`config.mk`:
```
export PLATFORM = sky130hd
export DESIGN_NAME = switch_allocator
export DESIGN_NICKNAME = d
export VERILOG_FILES = /design/src/rtl/switch_allocator.sv
export SDC_FILE = /design/constraint.sdc
export NUM_CORES = 1
export LEC_CHECK = 0
export ABC_CLOCK_PERIOD_IN_PS = 4800
export BUFFER_PORTS_ARGS = -buffer_cell sky130_fd_sc_hd__buf_2
export CORE_MARGIN = 2
export CORE_UTILIZATION = 50
export CTS_CLUSTER_SIZE = 14
export DETAILED_ROUTE_END_ITERATION = 7
export PLACE_DENSITY = 0.73
export SKIP_CTS_REPAIR_TIMING = 1
export SLEW_MARGIN = 20
export SYNTH_ARGS = -nofsm -noshare
export SYNTH_HDL_FRONTEND = slang
export SYNTH_SLANG_ARGS = --single-unit
```
`constraint.sdc`:
```
create_clock -name CLK -period 4.8 [get_ports CLK]
set_input_delay 0.96 -clock CLK [delete_from_list [all_inputs] [get_ports CLK]]
set_output_delay 0.96 -clock CLK [all_outputs]
set_load 0.005 [all_outputs]
```
`src/rtl/switch_allocator.sv`:
```
// Switch allocator: per-output round-robin arbitration with wormhole locking.
// Drives crossbar sel/enable and per-input dequeue grants; no flit data passes here.
module switch_allocator #(
  parameter int NUM_IN  = 4,
  parameter int NUM_OUT = 4
) (
  input  logic                               CLK,
  input  logic                               nRST,
  input  logic [NUM_IN-1:0]                  req_valid,
  input  logic [NUM_IN*$clog2(NUM_OUT)-1:0]  req_dest,
  input  logic [NUM_IN-1:0]                  req_last,
  input  logic [NUM_OUT-1:0]                 out_ready,
  output logic [NUM_OUT*$clog2(NUM_IN)-1:0]  sel,
  output logic [NUM_OUT-1:0]                 enable,
  output logic [NUM_IN-1:0]                  grant
);

  localparam int IW = $clog2(NUM_IN);
  localparam int OW = $clog2(NUM_OUT);

  typedef enum logic {IDLE, LOCKED} state_t;

  state_t          state [NUM_OUT];
  logic [IW-1:0]   owner [NUM_OUT];
  logic [IW-1:0]   ptr   [NUM_OUT];

  logic [OW-1:0]   dest  [NUM_IN];
  logic [NUM_OUT-1:0] found;
  logic [IW-1:0]   win   [NUM_OUT];

  always_comb begin
    for (int unsigned i = 0; i < NUM_IN; i++) begin
      dest[i] = req_dest[i*OW +: OW];
    end
  end

  // Round-robin scan starting at ptr; first requester for this output wins.
  always_comb begin
    found = '0;
    for (int unsigned o = 0; o < NUM_OUT; o++) begin
      win[o] = '0;
      for (int unsigned k = 0; k < NUM_IN; k++) begin
        logic [IW-1:0] idx;
        idx = IW'((32'(ptr[o]) + k) % NUM_IN);
        if (!found[o] && req_valid[idx] && dest[idx] == OW'(o)) begin
          found[o] = 1'b1;
          win[o]   = idx;
        end
      end
    end
  end

  always_comb begin
    enable = '0;
    grant  = '0;
    sel    = '0;
    for (int unsigned o = 0; o < NUM_OUT; o++) begin
      sel[o*IW +: IW] = owner[o];
      enable[o] = (state[o] == LOCKED) && req_valid[owner[o]] &&
                  (dest[owner[o]] == OW'(o)) && out_ready[o];
      if (enable[o]) begin
        grant[owner[o]] = 1'b1;
      end
    end
  end

  always_ff @(posedge CLK or negedge nRST) begin
    if (!nRST) begin
      for (int unsigned o = 0; o < NUM_OUT; o++) begin
        state[o] <= IDLE;
        owner[o] <= '0;
        ptr[o]   <= '0;
      end
    end else begin
      for (int unsigned o = 0; o < NUM_OUT; o++) begin
        case (state[o])
          IDLE: begin
            if (found[o]) begin
              state[o] <= LOCKED;
              owner[o] <= win[o];
              ptr[o]   <= IW'((32'(win[o]) + 1) % NUM_IN);
            end
          end
          LOCKED: begin
            if (enable[o] && req_last[owner[o]]) begin
              state[o] <= IDLE;
            end
          end
          default: state[o] <= IDLE;
        endcase
      end
    end
  end

endmodule

```
==> impl_results.md <==
* CP Capture Type: output pin
* # fillers at between 300 and 400
* Die height at between 60 and 70 µm
* Antenna cells at 0
* Final WL at 4950 µm
* Fin Setup TNS at 0 ns
* Final Cycle Share at 0.706
* Total power at 945 µW
* FMAX at around 300 MHz
* Area of the multi-input gates at 1370 µm²
* Clock Tree Buf Depth at 2
* Pwr/cell area at 430 nW/µm²
* DIE WIDTH at 66.8 µm
* Post-Syn Instances at 229
* Most common cell after layout, fill and taps aside: buf_2
* Congestion Overflow GR at 0
* Outcome: finished, final reports clean
* Clock power share at 0.117
* Global-route wire length before repair at ~8500 µm
* Register area at 500 µm²
* GRT Overall Usage at 0.248
* Max H-tree Level at 1
* FF+latch count, synth at 20
* Vias/cell at 6.43
* Mapped cell area at 1970 µm²
* Sink Count at 20
* Number of distinct library cells after synthesis at 53
* M1 GR Usage at 0.342
* CTS tree: yes
* IO Count at 38
* ANT nets after route at 0
* CORE AREA at 3720 µm²
* Power Internal at 534 µW
* Setup-failing EPs final at 0
* Post-route DRC at 0
* Setup WS pre-CTS at 1.42 ns
* IO buf count at 37
* Critical Path Start: req_valid[0]
* Switching share of power at 0.435
* Switching pwr at 412 µW
* Grt met3 use at 0.0372
* Post-synth top flop: dfrtp_1
* Final WS setup at roughly 1.4 ns
* YS warnings at 0
* Data required, critical path at 3.84 ns
* Vias in the first global route at between 1500 and 2000
* Clock-pin slew on the worst setup and hold paths at 0.07 ns
* Die Footprint at 4460 µm²
* EDFF count, synth at 0
* Combinational share of power at 0.449
* Maxcap violations at 0
* Worst slew pin tran at 0.495 ns
* Commonest non-fill, non-tap cells in the layout: 37 x buf_2, 25 x o21ai_0, 20 x dfrtp_1, 16 x nand2_1, 15 x nor2_1
* Worst slew margin at 0.665
* Worst-path maximum fanout at 9
* Share of layout cells above drive strength 1 at 0.246
* IR drop worst, VDD at 0.255 mV
* Syn nets at between 200 and 300
* Area grow syn2layout at 11.5%
* Slew Limit Fails at 0
* Initial Util at 0.530
* Wirelength per Cell at 16.3 µm
* Min-delay worst type: flip-flop to flip-flop
* Core Rows at 22
* Final hold vios at 0
* Via Count at around 2000
* GR peak layer: met2
* Largest net degree at the start of global routing at 21
* CTS buffer count at 3
* RSZ-0062 raised after global routing: false
* Fin Clk Skew at 0.000780 ns
* Initial DRC count at about 150
* Post-DP HPWL at 3780 µm
* Post-synth ARST share at 1.00
* Syn Area/Cell at 8.60 µm²
* Layout net count at 280
* Worst skew pair latency at 0.26 ns
* GRT met2 Usage at 0.403
* First-pass DRT Iterations at 4
* Post-synthesis sequential area ratio at 0.254
* Initial antenna violation count at 0
* Root Buffer: clkbuf_8
* Leak pwr at 0.000925 µW
* Setup CP Type: primary input to output pin
* Register share of total power at 0.434
* Worst setup SP type: primary input
* Gpl congestion at approximately 0.9
* Crit path arrival time at 2.43 ns
* Crit path time final at roughly 3.4 ns
==> per-layer routing <==
metal  up-vias  routed length [µm]
met5         -                   0
met4         0                  47
met3         4                 337
met2        76                2260
met1       922                2310
li1        952                   -
==> critical path, stage by stage <==
cell and delay [ns]:
buf_2 0.14, nor3b_2 0.19, mux4_1 0.49, nand4b_1 0.14, inv_1 0.10, a32o_1 0.28
buf_2 0.13
==> power by group through the flow <==
stage | registers [µW] | logic (µW) | clock network, µW
floorplan | 331 | 373 | 0
global placement | 413 | 418 | 0
detailed placement | 414 | 423 | 0
CTS | 409 | 424 | 116
global route | 436 | 480 | 119
finish | 411 | 424 | 111
==> stage by stage <==
stage	area [µm²]	util	hold slack, ns	instances
floorplan	1970	-	0.522	229
global placement	2150	0.580	0.550	301
detailed placement	2150	0.580	0.555	301
CTS	2200	0.591	0.565	304
global route	2200	0.591	0.609	304
finish	2200	0.591	0.571	304
==> cells by family after synthesis <==
group	synth area share
buffers and inverters	0.0515
AND/OR/NAND/NOR	0.287
flip-flops	0.254
AO/OA/AOI/OAI	0.257
XOR/XNOR	0.0133
multiplexers	0.137
==> cell usage after synthesis, drive strengths merged, types with 6 or more instances <==
cell,count,area share
nand3,9,0.023
buf,6,0.016
nor3,6,0.015
o21ai,25,0.064
mux4,8,0.093
a41oi,6,0.027
a21oi,8,0.020
nand2,16,0.030
nor3b,9,0.045
nor2,15,0.029
dfrtp,20,0.25
inv,11,0.021
nand3b,10,0.038
clkbuf,7,0.015
==> final timing paths <==
path,endpoint,slack [ns],cells after the start
max in group asynchronous,state[3],3.82,1
worst max-delay path,grant[2],1.41,7
min in group asynchronous,async pin,0.65,1
worst min register to register,flip-flop,0.57,1
worst min-delay path,flip-flop,0.57,1
worst max register to register,ptr[7],3.13,5
==> area by class of cell <==
cell class                      instances  area share
Multi-Input combinational cell        185       0.623
Clock buffer                            3      0.0188
Tap cell                               48      0.0274
Inverter                               11      0.0188
Sequential cell                        20       0.228
Timing Repair Buffer                   37      0.0843
No activity file was read; power rests on OpenSTA's default activity.
